===== config.mk =====
export PLATFORM = sky130hd
export DESIGN_NAME = sum_accumulator
export DESIGN_NICKNAME = d
export VERILOG_FILES = /design/src/rtl/sum_accumulator.sv
export SDC_FILE = /design/constraint.sdc
export NUM_CORES = 1
export LEC_CHECK = 0
export ABC_AREA = 1
export CELL_PAD_IN_SITES_DETAIL_PLACEMENT = 1
export CELL_PAD_IN_SITES_GLOBAL_PLACEMENT = 2
export CORE_MARGIN = 2
export CORE_UTILIZATION = 32
export CTS_CLUSTER_DIAMETER = 150
export DETAILED_ROUTE_END_ITERATION = 8
export DONT_BUFFER_PORTS = 1
export GPL_TIMING_DRIVEN = 0
export PLACE_DENSITY = 0.83
export SYNTH_ARGS = -nofsm -noshare
export SYNTH_HDL_FRONTEND = slang
export SYNTH_SLANG_ARGS = --single-unit
export TNS_END_PERCENT = 20

===== constraint.sdc =====
create_clock -name clk_i -period 1.8 [get_ports clk_i]
set_clock_uncertainty 0.1 [all_clocks]
set_input_delay 0.09 -clock clk_i [delete_from_list [all_inputs] [get_ports clk_i]]
set_output_delay 0.09 -clock clk_i [all_outputs]
set_load 0.005 [all_outputs]

===== src/rtl/sum_accumulator.sv =====
// Accumulates FRAME_LEN accepted adder sums into a wider total and presents the
// frame result, with a sticky carry-out flag, over a valid/ready handshake.
module sum_accumulator #(
  parameter int SUM_W     = 5,
  parameter int FRAME_LEN = 4,
  parameter int ACC_W     = 8,
  parameter int CNT_W     = $clog2(FRAME_LEN + 1)
) (
  input  logic             clk_i,
  input  logic             rst_ni,
  input  logic [SUM_W-1:0] sum_i,
  input  logic             sum_valid_i,
  output logic             sum_ready_o,
  input  logic             clear_i,
  output logic [ACC_W-1:0] acc_o,
  output logic             acc_valid_o,
  input  logic             acc_ready_i,
  output logic             ovf_o,
  output logic [CNT_W-1:0] count_o
);

  typedef enum logic {ACCUM, HOLD} state_e;

  state_e           state_q, state_d;
  logic [ACC_W-1:0] acc_q, acc_d;
  logic             ovf_q, ovf_d;
  logic [CNT_W-1:0] cnt_q, cnt_d;
  logic [ACC_W:0]   add_res;
  logic             accept;

  assign sum_ready_o = rst_ni && (state_q == ACCUM) && !clear_i;
  assign accept      = sum_valid_i && sum_ready_o;
  // One extra bit captures the carry-out of the accumulate.
  assign add_res     = {1'b0, acc_q} + (ACC_W + 1)'(sum_i);

  always_comb begin
    state_d = state_q;
    acc_d   = acc_q;
    ovf_d   = ovf_q;
    cnt_d   = cnt_q;
    if (clear_i) begin
      // Abort wins over delivery: a pending result is dropped, not handed off.
      state_d = ACCUM;
      acc_d   = '0;
      ovf_d   = 1'b0;
      cnt_d   = '0;
    end else begin
      case (state_q)
        ACCUM: begin
          if (accept) begin
            acc_d = add_res[ACC_W-1:0];
            ovf_d = ovf_q | add_res[ACC_W];
            cnt_d = cnt_q + CNT_W'(1);
            if (cnt_q == CNT_W'(FRAME_LEN - 1)) state_d = HOLD;
          end
        end
        HOLD: begin
          if (acc_ready_i) begin
            state_d = ACCUM;
            acc_d   = '0;
            ovf_d   = 1'b0;
            cnt_d   = '0;
          end
        end
        default: state_d = ACCUM;
      endcase
    end
  end

  always_ff @(posedge clk_i) begin
    if (!rst_ni) begin
      state_q <= ACCUM;
      acc_q   <= '0;
      ovf_q   <= 1'b0;
      cnt_q   <= '0;
    end else begin
      state_q <= state_d;
      acc_q   <= acc_d;
      ovf_q   <= ovf_d;
      cnt_q   <= cnt_d;
    end
  end

  assign acc_o       = acc_q;
  assign ovf_o       = ovf_q;
  assign count_o     = cnt_q;
  assign acc_valid_o = (state_q == HOLD);

endmodule


==> flow_summary.json, run 1 <==
{
  "h-tree-depth": 1,
  "dr.pass1.iters": 4,
  "place_congestion": 0.726,
  "power.density_nw_per_um2": 604,
  "cts_tree": "yes",
  "cp_cell_sequence": "ha_1 -> fa_2 -> nand3_1 -> nand2_1 -> nand3_1 -> nand2_1 -> a21oi_1 -> nor2_1",
  "maxCapViolations": 0,
  "slowest_delay_ns": 0.37,
  "final_layout_size_suffix_gt1_share_pct": 15.9,
  "drt_iter0_drc": 3,
  "ys_warn_count": 0,
  "clock_sinks": 13,
  "cp.arrival_ns": 1.73,
  "clockBufferDepth": 2,
  "slowest_stage": "fa_2",
  "cts.clk_slew.worst_paths_ns": 0.08,
  "cts_setup_buffers": 0,
  "holdCritPathClass": "primary input to flop",
  "cts_buffers": 3,
  "grt_overflow_total": 0,
  "timing.final.crit_share_pct": 92.1,
  "synthCells": 106,
  "critPathLaunchType": "flop",
  "vias_per_cell": 5.06,
  "final.setup.tns_ns": 0,
  "layout_common_cells": "nand2_1, inv_1, dfxtp_1, a21oi_1, nor2_1",
  "syn_nets": 124,
  "die_h_um": 53.4,
  "crit_required_ns": 1.87,
  "grt_max_degree": 10,
  "setup_violations": 0,
  "leakage_nw": 0.394,
  "final_common_cell": "nand2_1",
  "slew_viol_final": 0,
  "hold_violations": 0,
  "drc": 0,
  "root_buffer": "clkbuf_4",
  "wl_per_cell_um": 13.1,
  "cp_max_fo": 3,
  "die_x_um": 53.4,
  "dp_hpwl_um": 1440,
  "end_kind": "flop",
  "wl_um": 1850,
  "num_rows": 17,
  "antenna_found_initial": 0,
  "worstSkewPairLatency_ns": 0.27,
  "yosysUniqueCellTypes": 22,
  "rsz0062_at_grt": "false",
  "maxSlewHeadroom_pct": 82.5,
  "grt_pass1_vias": 758,
  "start_util_pct": 34.7,
  "n_antenna_cell": 0,
  "critical_path_class": "flop to flop",
  "grt_use_total_pct": 15.8,
  "fp.dieArea_um2": 2860,
  "reg2reg_slack_ns": 0.14,
  "tightest_slew_ns": 0.262,
  "syn_to_final_growth_pct": 12.5,
  "ys_ff_latch": 13,
  "fmax_ghz": 0.603,
  "syn_area_per_cell_um2": 7.38,
  "grt_pass1_wl_um": 3280,
  "final_util_pct": 39.0,
  "postRouteAntennaNets": 0,
  "netlist_area_um2": 782,
  "run_status": "complete, no violations",
  "irDropWorstVdd_mv": 0.293,
  "nets": 132,
  "vias": 713,
  "boundaryPins": 24,
  "ys_seq_area_share_pct": 33.3,
  "period_needed_ns": 1.66,
  "port_buffers": 0,
  "core_area_um2": 2250
}
[synth_stat cells]
master     n  area (um^2)
a21oi_2    1         8.76
ha_1       7         87.6
or2_2      1         6.26
inv_2      3         11.3
fa_1       1         20.0
xnor2_1    1         8.76
xor2_1     1         8.76
inv_1     13         48.8
nand2_2    1         6.26
nand3_1    7         35.0
nand2_4    1         11.3
nor2_1     9         33.8
nand2_1   26         97.6
nor2_2     2         12.5
nand4_4    1         21.3
o21ai_0    3         15.0
a21oi_1   11         55.1
nand3_2    1         10.0
nand4_1    1         6.26
o21bai_2   1         11.3
dfxtp_1   13          260
o22ai_1    1         6.26
[layout make-up]
type,count,area (um^2)
clock buffer,4,26.3
multi-input combinational,77,464
timing repair buffer,3,30.0
fill,307,1380
tap,28,35.0
inverter,16,62.6
sequential,13,262
[layer usage]
metal	vias up	part of all wire (%)	GRT usage (%)
li1	355	-	-
met5	-	0	0
met3	4	4.1	2.54
met2	13	49	26.7
met4	0	1.4	7.69
met1	341	46	19.0
[path summary, 6_finish.rpt]
kind | from | endpoint | depth (start not counted)
worst max register to register | acc_o[0]$_SDFFE_PP0P_ | acc_o[6]$_SDFFE_PP0P_ | 8
worst max-delay path | acc_o[0]$_SDFFE_PP0P_ | acc_o[6]$_SDFFE_PP0P_ | 8
worst min register to register | ovf_o$_SDFFE_PP0P_ | ovf_o$_SDFFE_PP0P_ | 2
worst min-delay path | sum_i[0] | acc_o[0]$_SDFFE_PP0P_ | 3
[per-stage QoR]
step	setup WS, ns	instances	instance area, um^2	hold slack, ns	power (W)
after global routing	0.0162	141	880	0.0539	0.000567
after CTS	0.0279	141	873	0.0238	0.000544
final	0.142	141	880	0.0253	0.000531
after global placement	0.0885	134	817	0.175	0.000351
after detailed placement	0.0786	134	817	0.202	0.000352
after floorplan	0.216	106	782	0.172	0.000340
[repair_timing]
item	CTS	global route
hold buffers	3	0
hold endpoints to repair	5	0
setup endpoints to repair	0	3
gates resized for setup	0	4
[flip-flops by register name, indices dropped and copies added (netlist names)]
signal and flops:
acc_o 8, acc_valid_o 1, count_o 3, ovf_o 1
[report_power, final]
group / internal [W] / leakage, nW / switching (W)
logic: 0.0000206 / 0.274 / 0.0000352
clock network: 0.0000858 / 0.0150 / 0.0000956
registers: 0.000290 / 0.105 / 0.00000362
total: 0.000397 / 0.394 / 0.000134
[kinds of logic (layout without fill, tap and decap cells)]
group	Yosys count	count (layout)	share of synthesized area (%)
simple gates	50	50	30.7
buf+inv	16	23	7.68
xor+xnor	2	2	2.24
fa+ha+maj	8	8	13.8
flops	13	13	33.3
compound gates	17	17	12.3
[worst max-delay path: cells and delay by family, from the launching register on]
family | cells | cell delay [ns]
adder cells (fa/ha/maj) | 2 | 0.60
AND/OR/NAND/NOR | 5 | 0.38
flip-flops | 1 | 0.34
AO/OA/AOI/OAI | 1 | 0.13
Power figures use the tool's default switching activity.
==> run 2: changes to the inputs <==
--- a/config.mk
+++ b/config.mk
@@ -8,7 +8,6 @@
 export ABC_AREA = 1
 export CELL_PAD_IN_SITES_DETAIL_PLACEMENT = 1
 export CELL_PAD_IN_SITES_GLOBAL_PLACEMENT = 2
-export CORE_MARGIN = 2
 export CORE_UTILIZATION = 32
 export CTS_CLUSTER_DIAMETER = 150
 export DETAILED_ROUTE_END_ITERATION = 8
==> run 2 against run 1 <==
Net effect:
- final cell count increased by 0.71%
- sequential power about the same
- global-route usage increased by 0.53 points
- cell area increased by 2.3%
- flip-flop and latch count unchanged
- non-clock buffer count increased by 1
- utilization increased by 0.89 points
- register-to-register slack about the same
- clock power increased by 7%
- fmax decreased by 1.2%
- critical endpoint is now acc_valid_o$_SDFF_PP0_
- highest routed layer unchanged
==> flow_summary.json, run 2 (synthesis gave the netlist of run 1 again) <==
{
  "root_buffer": "clkbuf_4",
  "setup_violations": 0,
  "tightest_slew_ns": 0.257,
  "cts_tree": "yes",
  "worstSkewPairLatency_ns": 0.29,
  "cp_max_fo": 9,
  "cp_cell_sequence": "dlygate4sd3_1 -> nand4_4 -> inv_4 -> nand2_1 -> a21oi_1 -> dlygate4sd3_1",
  "wl_per_cell_um": 13.4,
  "wl_um": 1900,
  "grt_use_total_pct": 16.3,
  "grt_pass1_vias": 753,
  "dpl_cell_area_um2": 817,
  "hold_violations": 0,
  "syn_to_final_growth_pct": 15.0,
  "holdCritPathClass": "primary input to flop",
  "cp_common_cell": "dlygate4sd3_1",
  "clockBufferDepth": 2,
  "final_layout_size_suffix_gt1_share_pct": 19.3,
  "finalPower_w": 0.000548,
  "fmax_ghz": 0.596,
  "boundaryPins": 24,
  "timing.final.crit_share_pct": 93.2,
  "slew_viol_final": 0,
  "grt_max_degree": 10,
  "final.setup.tns_ns": 0,
  "start_util_pct": 34.7,
  "dp_hpwl_um": 1440,
  "grt_pass1_wl_um": 3200,
  "critical_path_class": "primary input to flop",
  "leakage_nw": 0.399,
  "die_h_um": 51.4,
  "maxSlewHeadroom_pct": 82.9,
  "maxCapViolations": 0,
  "postRouteAntennaNets": 0,
  "largest_reg_flops": 8,
  "slowest_stage": "dlygate4sd3_1",
  "run_status": "complete, no violations",
  "slowest_delay_ns": 0.61,
  "die_x_um": 51.4,
  "grt_overflow_total": 0,
  "port_buffers": 0,
  "layout_common_cells": "nand2_1, inv_1, dfxtp_1, a21oi_1, nor2_1",
  "cts.clk_slew.worst_paths_ns": 0.10,
  "num_rows": 17,
  "drt_iter0_drc": 7,
  "place_congestion": 0.746,
  "n_antenna_cell": 0,
  "cp.arrival_ns": 1.81,
  "irDropWorstVdd_mv": 0.368,
  "h-tree-depth": 1,
  "dr.pass1.iters": 4,
  "crit_required_ns": 1.94,
  "power.density_nw_per_um2": 609,
  "end_kind": "flop",
  "clock_sinks": 13,
  "crit_family": "buffers and inverters",
  "crit_buf_inv": 3,
  "fp.dieArea_um2": 2650,
  "finalInstanceArea_um2": 900,
  "vias": 732,
  "nets": 133,
  "critPathLaunchType": "primary input",
  "core_area_um2": 2250,
  "vias_per_cell": 5.15,
  "final_common_cell": "nand2_1",
  "cts_buffers": 3,
  "drc": 0,
  "rsz0062_at_grt": "false",
  "period_needed_ns": 1.68,
  "antenna_found_initial": 0
}
==> run 2: cell types whose count changed in the layout (fill, tap and decap cells not counted), sizes merged <==
cell | previous run | this run
clkinv | 0 | 1
dlygate4sd3 | 3 | 4
clkbuf | 4 | 3
==> run 2: cell type report <==
class | instances | area [um^2]
multi-input cells | 77 | 473
inverters | 16 | 62.6
fillers | 308 | 1360
well taps | 28 | 35.0
clock inverters | 1 | 5.00
clock buffers | 3 | 22.5
flip-flops and latches | 13 | 262
repair buffers | 4 | 40.0
==> run 2: worst paths after layout <==
path,cells after the start,endpoint,start,slack [ns]
setup / recovery,6,acc_valid_o$_SDFF_PP0_,rst_ni,0.12
setup reg to reg,6,acc_valid_o$_SDFF_PP0_,acc_valid_o$_SDFF_PP0_,0.13
hold reg to reg,2,ovf_o$_SDFFE_PP0P_,ovf_o$_SDFFE_PP0P_,0.37
hold / removal,3,acc_o[0]$_SDFFE_PP0P_,sum_i[0],0.04
==> run 2: through the flow <==
stage | hold slack, ns | util (%) | setup WS [ns] | cells
after global routing | 0.0707 | 39.9 | 0.0157 | 142
after CTS | 0.0146 | 39.3 | 0.0338 | 142
final | 0.0386 | 39.9 | 0.122 | 142
after global placement | 0.174 | 36.2 | 0.0774 | 134
after detailed placement | 0.188 | 36.2 | 0.0655 | 134
after floorplan | 0.172 | - | 0.216 | 106
==> run 2: report_power, final <==
| part | internal, W | switching, W | total, W |
|---|---|---|---|
| Sequential | 0.000290 | 0.00000377 | 0.000294 |
| Clock | 0.0000827 | 0.000111 | 0.000194 |
| Combinational | 0.0000222 | 0.0000374 | 0.0000597 |
==> run 2: per-layer routing <==
layer  vias to the layer above  part of all wire [%]  track usage (%)  wire, um
li1                        359                     -                -         -
met1                       350                    43             18.3       821
met2                        18                    50             29.4       954
met3                         5                   4.1             2.38        77
met4                         0                   2.3             8.11        44
met5                         -                     0                0         0
==> run 2: worst register-to-register path, cell delays in order (launching register included) <==
cell	delay [ns]
dfxtp_2	0.37
inv_2	0.08
nand4_4	0.19
inv_4	0.15
nand2_1	0.06
a21oi_1	0.11
dlygate4sd3_1	0.56
==> run 2: timing repair <==
item / 4_1_cts / 5_1_grt
setup buffers: 0 / 0
gates resized for setup: 1 / 6
hold endpoints to repair: 7 / 0
hold buffers: 4 / 0
endpoints found under the setup margin: 1 / 4
